[config.mk]
export PLATFORM = sky130hd
export DESIGN_NAME = mc_ctrl_flat
export DESIGN_NICKNAME = d
export VERILOG_FILES = /design/src/rtl/mc_ctrl_if.sv /design/src/rtl/mc_ctrl.sv /design/src/flat_wrapper.sv
export SDC_FILE = /design/constraint.sdc
export NUM_CORES = 1
export LEC_CHECK = 0
export ABC_CLOCK_PERIOD_IN_PS = 2550
export CORE_ASPECT_RATIO = 0.7
export CORE_MARGIN = 2
export CORE_UTILIZATION = 50
export DETAILED_ROUTE_END_ITERATION = 10
export DONT_BUFFER_PORTS = 1
export PLACE_DENSITY = 0.62
export SLEW_MARGIN = 20
export SYNTH_ARGS = -nofsm -noshare
export SYNTH_HDL_FRONTEND = slang
export SYNTH_SLANG_ARGS = --single-unit
export TNS_END_PERCENT = 100
[constraint.sdc]
create_clock -name clk -period 2.55 [get_ports clk]
set_input_delay 0.51 -clock clk [delete_from_list [all_inputs] [get_ports clk]]
set_output_delay 0.51 -clock clk [all_outputs]
set_load 0.005 [all_outputs]
[src/rtl/mc_ctrl_if.sv]
// rtl/mc_ctrl_if.sv - IR fields, datapath status and control outputs between mc_ctrl and the MIPS datapath
interface mc_ctrl_if #(
  parameter int CNT_W = 32
);
  logic [5:0]       op;
  logic [5:0]       func;
  logic             zero;
  logic             mem_ready;
  logic [2:0]       state;
  logic             pc_we;
  logic             ir_we;
  logic             reg_we;
  logic             mem_we;
  logic [1:0]       reg_dst;
  logic             alu_src;
  logic [1:0]       ext_op;
  logic [3:0]       alu_op;
  logic [2:0]       npc_op;
  logic [1:0]       mem_to_reg;
  logic [CNT_W-1:0] instr_cnt;
  logic             illegal;
  logic             mem_err;

  modport master (
    input  op, func, zero, mem_ready,
    output state, pc_we, ir_we, reg_we, mem_we, reg_dst, alu_src, ext_op,
           alu_op, npc_op, mem_to_reg, instr_cnt, illegal, mem_err
  );

  modport slave (
    output op, func, zero, mem_ready,
    input  state, pc_we, ir_we, reg_we, mem_we, reg_dst, alu_src, ext_op,
           alu_op, npc_op, mem_to_reg, instr_cnt, illegal, mem_err
  );
endinterface

[src/rtl/mc_ctrl.sv]
// rtl/mc_ctrl.sv - multi-cycle MIPS control FSM with DM ready watchdog and retired-instruction counter
module mc_ctrl #(
  parameter int CNT_W   = 32,
  parameter int TIMEOUT = 16
) (
  input  logic      clk,
  input  logic      reset,
  mc_ctrl_if.master bus
);
  typedef enum logic [2:0] {
    FETCH  = 3'd0,
    DECODE = 3'd1,
    EXEC   = 3'd2,
    MEM    = 3'd3,
    WB     = 3'd4
  } state_t;

  localparam int WAIT_W = (TIMEOUT > 1) ? $clog2(TIMEOUT) : 1;
  localparam logic [WAIT_W-1:0] WAIT_LAST = WAIT_W'(TIMEOUT - 1);

  state_t            state_q, state_d;
  logic [WAIT_W-1:0] wait_q;
  logic [CNT_W-1:0]  cnt_q;

  logic       pc_we, ir_we, reg_we, mem_we, alu_src, illegal, mem_err;
  logic [1:0] reg_dst, ext_op, mem_to_reg;
  logic [3:0] alu_op;
  logic [2:0] npc_op;

  logic is_r, i_addu, i_subu, i_jr, i_ori, i_lui, i_lw, i_sw, i_beq, i_j, i_jal, legal;

  assign is_r   = (bus.op == 6'h00);
  assign i_addu = is_r && (bus.func == 6'h21);
  assign i_subu = is_r && (bus.func == 6'h23);
  assign i_jr   = is_r && (bus.func == 6'h08);
  assign i_ori  = (bus.op == 6'h0D);
  assign i_lui  = (bus.op == 6'h0F);
  assign i_lw   = (bus.op == 6'h23);
  assign i_sw   = (bus.op == 6'h2B);
  assign i_beq  = (bus.op == 6'h04);
  assign i_j    = (bus.op == 6'h02);
  assign i_jal  = (bus.op == 6'h03);
  assign legal  = i_addu | i_subu | i_jr | i_ori | i_lui | i_lw | i_sw | i_beq | i_j | i_jal;

  always_comb begin
    state_d    = state_q;
    pc_we      = 1'b0;
    ir_we      = 1'b0;
    reg_we     = 1'b0;
    mem_we     = 1'b0;
    reg_dst    = 2'b00;
    alu_src    = 1'b0;
    ext_op     = 2'b00;
    alu_op     = 4'd0;
    npc_op     = 3'b000;
    mem_to_reg = 2'b00;
    illegal    = 1'b0;
    mem_err    = 1'b0;

    // ALU/EXT controls stay valid from EXEC through WB so MEM address and WB data are stable
    if (state_q == EXEC || state_q == MEM || state_q == WB) begin
      alu_op  = (i_subu | i_beq) ? 4'd1 : (i_ori ? 4'd2 : 4'd0);
      alu_src = i_ori | i_lui | i_lw | i_sw;
      ext_op  = i_lui ? 2'b10 : ((i_lw | i_sw) ? 2'b01 : 2'b00);
    end

    case (state_q)
      FETCH: begin
        ir_we   = 1'b1;
        state_d = DECODE;
      end
      DECODE: begin
        if (!legal) begin
          pc_we   = 1'b1;
          illegal = 1'b1;
          state_d = FETCH;
        end else if (i_j || i_jal) begin
          pc_we   = 1'b1;
          npc_op  = 3'b010;
          state_d = FETCH;
          if (i_jal) begin
            reg_we     = 1'b1;
            reg_dst    = 2'b10;
            mem_to_reg = 2'b10;
          end
        end else if (i_jr) begin
          pc_we   = 1'b1;
          npc_op  = 3'b011;
          state_d = FETCH;
        end else begin
          state_d = EXEC;
        end
      end
      EXEC: begin
        if (i_beq) begin
          pc_we   = 1'b1;
          npc_op  = bus.zero ? 3'b001 : 3'b000;
          state_d = FETCH;
        end else if (i_lw || i_sw) begin
          state_d = MEM;
        end else begin
          state_d = WB;
        end
      end
      MEM: begin
        mem_we = i_sw;
        // a ready arriving in the last allowed cycle still completes the access
        if (bus.mem_ready) begin
          if (i_sw) begin
            pc_we   = 1'b1;
            state_d = FETCH;
          end else begin
            state_d = WB;
          end
        end else if (wait_q == WAIT_LAST) begin
          mem_err = 1'b1;
          mem_we  = 1'b0;
          pc_we   = 1'b1;
          state_d = FETCH;
        end
      end
      WB: begin
        reg_we     = 1'b1;
        pc_we      = 1'b1;
        reg_dst    = (i_addu | i_subu) ? 2'b01 : 2'b00;
        mem_to_reg = i_lw ? 2'b01 : 2'b00;
        state_d    = FETCH;
      end
      default: state_d = FETCH;
    endcase
  end

  always_ff @(posedge clk or negedge reset) begin
    if (!reset) begin
      state_q <= FETCH;
      wait_q  <= '0;
      cnt_q   <= '0;
    end else begin
      state_q <= state_d;
      wait_q  <= (state_q == MEM && state_d == MEM) ? wait_q + WAIT_W'(1) : '0;
      if (pc_we) cnt_q <= cnt_q + CNT_W'(1);
    end
  end

  // outputs are gated by reset so an abort drops every write enable without waiting for a clock
  assign bus.state      = state_q;
  assign bus.pc_we      = reset & pc_we;
  assign bus.ir_we      = reset & ir_we;
  assign bus.reg_we     = reset & reg_we;
  assign bus.mem_we     = reset & mem_we;
  assign bus.alu_src    = reset & alu_src;
  assign bus.illegal    = reset & illegal;
  assign bus.mem_err    = reset & mem_err;
  assign bus.reg_dst    = reset ? reg_dst : 2'b00;
  assign bus.ext_op     = reset ? ext_op : 2'b00;
  assign bus.alu_op     = reset ? alu_op : 4'd0;
  assign bus.npc_op     = reset ? npc_op : 3'b000;
  assign bus.mem_to_reg = reset ? mem_to_reg : 2'b00;
  assign bus.instr_cnt  = cnt_q;
endmodule

[src/flat_wrapper.sv]
// flat-port wrapper written by rule: the top's interface ports become plain ports
module mc_ctrl_flat 
#(
  parameter int CNT_W   = 32,
  parameter int TIMEOUT = 16
)
  (clk, reset, bus_op, bus_func, bus_zero, bus_mem_ready, bus_state, bus_pc_we, bus_ir_we, bus_reg_we, bus_mem_we, bus_reg_dst, bus_alu_src, bus_ext_op, bus_alu_op, bus_npc_op, bus_mem_to_reg, bus_instr_cnt, bus_illegal, bus_mem_err);
  mc_ctrl_if #(.CNT_W(CNT_W)) bus_i ();
  input  logic clk;
  input  logic reset;
  input wire logic [$bits(bus_i.op)-1:0] bus_op;
  input wire logic [$bits(bus_i.func)-1:0] bus_func;
  input wire logic [$bits(bus_i.zero)-1:0] bus_zero;
  input wire logic [$bits(bus_i.mem_ready)-1:0] bus_mem_ready;
  output wire logic [$bits(bus_i.state)-1:0] bus_state;
  output wire logic [$bits(bus_i.pc_we)-1:0] bus_pc_we;
  output wire logic [$bits(bus_i.ir_we)-1:0] bus_ir_we;
  output wire logic [$bits(bus_i.reg_we)-1:0] bus_reg_we;
  output wire logic [$bits(bus_i.mem_we)-1:0] bus_mem_we;
  output wire logic [$bits(bus_i.reg_dst)-1:0] bus_reg_dst;
  output wire logic [$bits(bus_i.alu_src)-1:0] bus_alu_src;
  output wire logic [$bits(bus_i.ext_op)-1:0] bus_ext_op;
  output wire logic [$bits(bus_i.alu_op)-1:0] bus_alu_op;
  output wire logic [$bits(bus_i.npc_op)-1:0] bus_npc_op;
  output wire logic [$bits(bus_i.mem_to_reg)-1:0] bus_mem_to_reg;
  output wire logic [$bits(bus_i.instr_cnt)-1:0] bus_instr_cnt;
  output wire logic [$bits(bus_i.illegal)-1:0] bus_illegal;
  output wire logic [$bits(bus_i.mem_err)-1:0] bus_mem_err;
  assign bus_i.op = bus_op;
  assign bus_i.func = bus_func;
  assign bus_i.zero = bus_zero;
  assign bus_i.mem_ready = bus_mem_ready;
  assign bus_state = bus_i.state;
  assign bus_pc_we = bus_i.pc_we;
  assign bus_ir_we = bus_i.ir_we;
  assign bus_reg_we = bus_i.reg_we;
  assign bus_mem_we = bus_i.mem_we;
  assign bus_reg_dst = bus_i.reg_dst;
  assign bus_alu_src = bus_i.alu_src;
  assign bus_ext_op = bus_i.ext_op;
  assign bus_alu_op = bus_i.alu_op;
  assign bus_npc_op = bus_i.npc_op;
  assign bus_mem_to_reg = bus_i.mem_to_reg;
  assign bus_instr_cnt = bus_i.instr_cnt;
  assign bus_illegal = bus_i.illegal;
  assign bus_mem_err = bus_i.mem_err;
  mc_ctrl #(.CNT_W(CNT_W), .TIMEOUT(TIMEOUT)) u_core (.clk(clk), .reset(reset), .bus(bus_i));
endmodule
==> key figures, run 1 <==
Outcome
  • Outcome: finished, final reports clean

Placed design
  • Place WS: 0.178 ns
  • Hpwl dp: 3.58 mm
  • Routability cong.: 0.873
  • Port buffer count: 0

Clock network
  • CTS tree: yes
  • Clock Tree Root: clkbuf_8
  • Num CTS Buffers: 5
  • Clock-pin transition on the worst setup and hold timing paths: 0.07 ns
  • Worst-skew pair later-pin latency: 0.29 ns
  • H-tree Lvls: 2
  • Clk buf depth: 2
  • CTS Sinks: 39
  • Setup Buffers After CTS: 0

Logic synthesis
  • Synthesized flop and latch total: 39
  • Seq/Total Area, Yosys: 43.3%
  • Top_reg_cell synth: dfrtp_1
  • FFs w/ async S/R, synth: 100%
  • Mapped Cells: 226
  • Cell area after synthesis: 0.00225 mm^2
  • Synth warnings: 0
  • EDFF count, synth: 0
  • Avg Inst Size Synth: 9.97 um^2
  • Distinct cells, synth: 46

Route
  • Post-route ant nets: 0
  • DRC Markers: 0
  • DR iter-0 viols: 111
  • DR vias/cell: 6.10
  • WL per Instance: 17.4 um
  • Pre-Repair DR Iteration Count: 4
  • DRT Wirelength: 4.98 mm
  • DR vias: 1,745

GRT
  • GR Util met3: 8.43%
  • Number of global-route vias before repair: 1,608
  • Met1 usage in global routing: 28.8%
  • First-pass GRT wire length: 8.02 mm
  • Met2 Usage GRT: 29.6%
  • Antenna violations before repair: 0
  • Largest net degree at the start of global routing: 40
  • Top Usage Layer GRT: met2
  • Grt total ovfl: 0
  • GRT Util Overall: 20.2%

Floorplan
  • Num ports: 71
  • Total core area: 0.00433 mm^2
  • Initial Util: 52.0%
  • Die width: 84.2 um
  • Die area: 0.00507 mm^2
  • Die height: 60.2 um
  • Core Rows: 20

Min path
  • Hold WC Path Type: in -> async

Timing
  • Fin. Hold Viols: 0
  • Setup TNS Final: 0 ns
  • Worst relative slew slack: 65.1%
  • Final min period: 2.42 ns
  • Achievable Freq: 414 MHz
  • Fin crit share: 94.8%
  • Pins over their slew limit: 0
  • Final setup fails: 0
  • Worst Max-Slew Pin Slew: 0.516 ns
  • Final setup margin: 0.133 ns
  • RSZ-0062 raised after global routing: no
  • Setup Skew: 0.00422 ns

Layout
  • P&R area growth vs syn: 7.39%
  • Fillers: 395
  • Final net count: 249
  • # diodes: 0
  • Most frequent cells in the layout: 39 x dfrtp_1, 31 x xnor2_1, 18 x nand2_1
  • Share of cells above drive strength 1: 11.7%
  • Most common cell after layout, fill and taps aside: dfrtp_1

Worst setup path
  • Crit-path cells: nor3b_1 -> o21ai_0 -> nor3b_2 -> and3_1
  • Critical Path AT: 1.91 ns
  • Crit Path Category: reg -> out
  • Critical path required time: 2.04 ns
  • FF-to-FF End: u_core.bus.instr_cnt[5]$_DFFE_PN0P_
  • R2r setup slk: 0.39 ns
  • Nature of the critical path endpoint: primary output
  • WP buf/inv: 0
  • Top delay family on crit path: simple AND/OR/NAND/NOR gates
  • Worst setup SP type: register
  • RR Startpoint: u_core.bus.state[2]$_DFF_PN0_
  • Reg2reg path depth: 7
  • CP max FO: 9
  • Largest stage delay, worst path: 0.54 ns
  • Max stage delay cell, worst path: dfrtp_1

Power
  • Maximum VDD drop: 410 uV
  • PD cells: 676 mW/mm^2
  • Leakage: 0.00105 uW

Job
  • Max_cap viols: 0
## state kept, by name, indices dropped and copies added, names as in the netlist
| signal | count |
|---|---|
| u_core.wait_q | 4 |
| u_core.bus.instr_cnt | 32 |
| u_core.bus.state | 3 |
## synth_stat cells (2+ instances only)
cell | instances | area [um^2]
nor3_1 | 2 | 10.0
nand4_1 | 16 | 100
nor4_1 | 3 | 18.8
nor3b_1 | 3 | 22.5
buf_6 | 3 | 33.8
nand4b_1 | 2 | 17.5
and2_1 | 9 | 56.3
nor4b_1 | 4 | 35.0
xnor2_1 | 31 | 272
nand3_1 | 15 | 75.1
a21oi_1 | 2 | 10.0
buf_4 | 5 | 37.5
nand4_2 | 4 | 50.1
and3_1 | 13 | 81.3
inv_1 | 5 | 18.8
buf_2 | 2 | 10.0
dfrtp_1 | 39 | 976
nand2b_1 | 2 | 12.5
ha_1 | 2 | 25.0
o21ai_0 | 6 | 30.0
nand2_1 | 18 | 67.6
xor2_1 | 2 | 17.5
nor2_1 | 14 | 52.6
or4_4 | 2 | 22.5
## per-stage QoR
stage	cells	cell area [um^2]	hold WS (ns)	power (uW)	utilization [%]
finish	286	2420	0.0564	1640	55.9
global placement	278	2290	0.216	1120	52.9
detailed placement	278	2290	0.215	1140	52.9
floorplan	228	2260	0.214	1110	-
CTS	286	2410	0.0582	1650	55.7
global route	286	2420	0.0573	1730	55.9
## power by group
group | switching, uW | total [uW] | internal, uW | leakage, uW
logic | 203 | 350 | 147 | 0.000465
clock network | 202 | 489 | 287 | 0.0000513
registers | 116 | 796 | 680 | 0.000531
## cell families after synthesis
group | count (synthesis) | share of synthesized area [%]
and+or+nand+nor | 117 | 32.0
DFF | 39 | 43.3
xor gates and xnor gates | 33 | 12.8
AOI/OAI and AO/OA | 17 | 5.45
buffers and inverters | 16 | 4.61
adders and majority gates | 2 | 1.11
other | 1 | 0.167
muxes | 1 | 0.500
## per-layer routing
metal | vias up | part of all wire [%]
met5 | - | 0
met4 | 0 | 0.38
met3 | 4 | 8.0
met2 | 70 | 43
met1 | 858 | 48
li1 | 813 | -
## final cells by class
class | instances | area (um^2) | area share, %
sequential | 39 | 976 | 40.4
multi-input combinational | 173 | 1190 | 49.1
tap | 55 | 68.8 | 2.85
clock inverter | 1 | 30.0 | 1.24
timing repair buffer | 7 | 65.1 | 2.69
inverter | 5 | 18.8 | 0.776
clock buffer | 6 | 72.6 | 3.00
## how the worst max path moves through the flow
stage / cells past startpoint / slack, ns / endpoint / start
after CTS: 4 / 0.06 / bus_ext_op[1] / u_core.bus.state[0]$_DFF_PN0_
after detailed placement: 5 / 0.18 / bus_pc_we / bus_op[1]
final: 4 / 0.13 / bus_ext_op[1] / u_core.bus.state[2]$_DFF_PN0_
after global routing: 6 / 0.006 / bus_pc_we / u_core.wait_q[0]$_DFF_PN0_
after floorplan: 6 / 0.21 / bus_pc_we / bus_op[3]
after global placement: 5 / 0.24 / bus_pc_we / bus_op[3]
## what timing repair did
action / CTS / global route
hold endpoints to repair: 39 / 0
resized for setup: 0 / 2
hold buffers: 1 / 0
setup endpoints to repair: 0 / 4
(Power assumes the default switching activity.)
==> inputs of run 2 (changes only) <==
--- a/config.mk
+++ b/config.mk
@@ -12,7 +12,7 @@
 export DETAILED_ROUTE_END_ITERATION = 10
 export DONT_BUFFER_PORTS = 1
 export PLACE_DENSITY = 0.62
-export SLEW_MARGIN = 20
+export SLEW_MARGIN = 0
 export SYNTH_ARGS = -nofsm -noshare
 export SYNTH_HDL_FRONTEND = slang
 export SYNTH_SLANG_ARGS = --single-unit
==> results of run 2 <==
No change in the layout: final DEF, timing and power equal those of run 1.
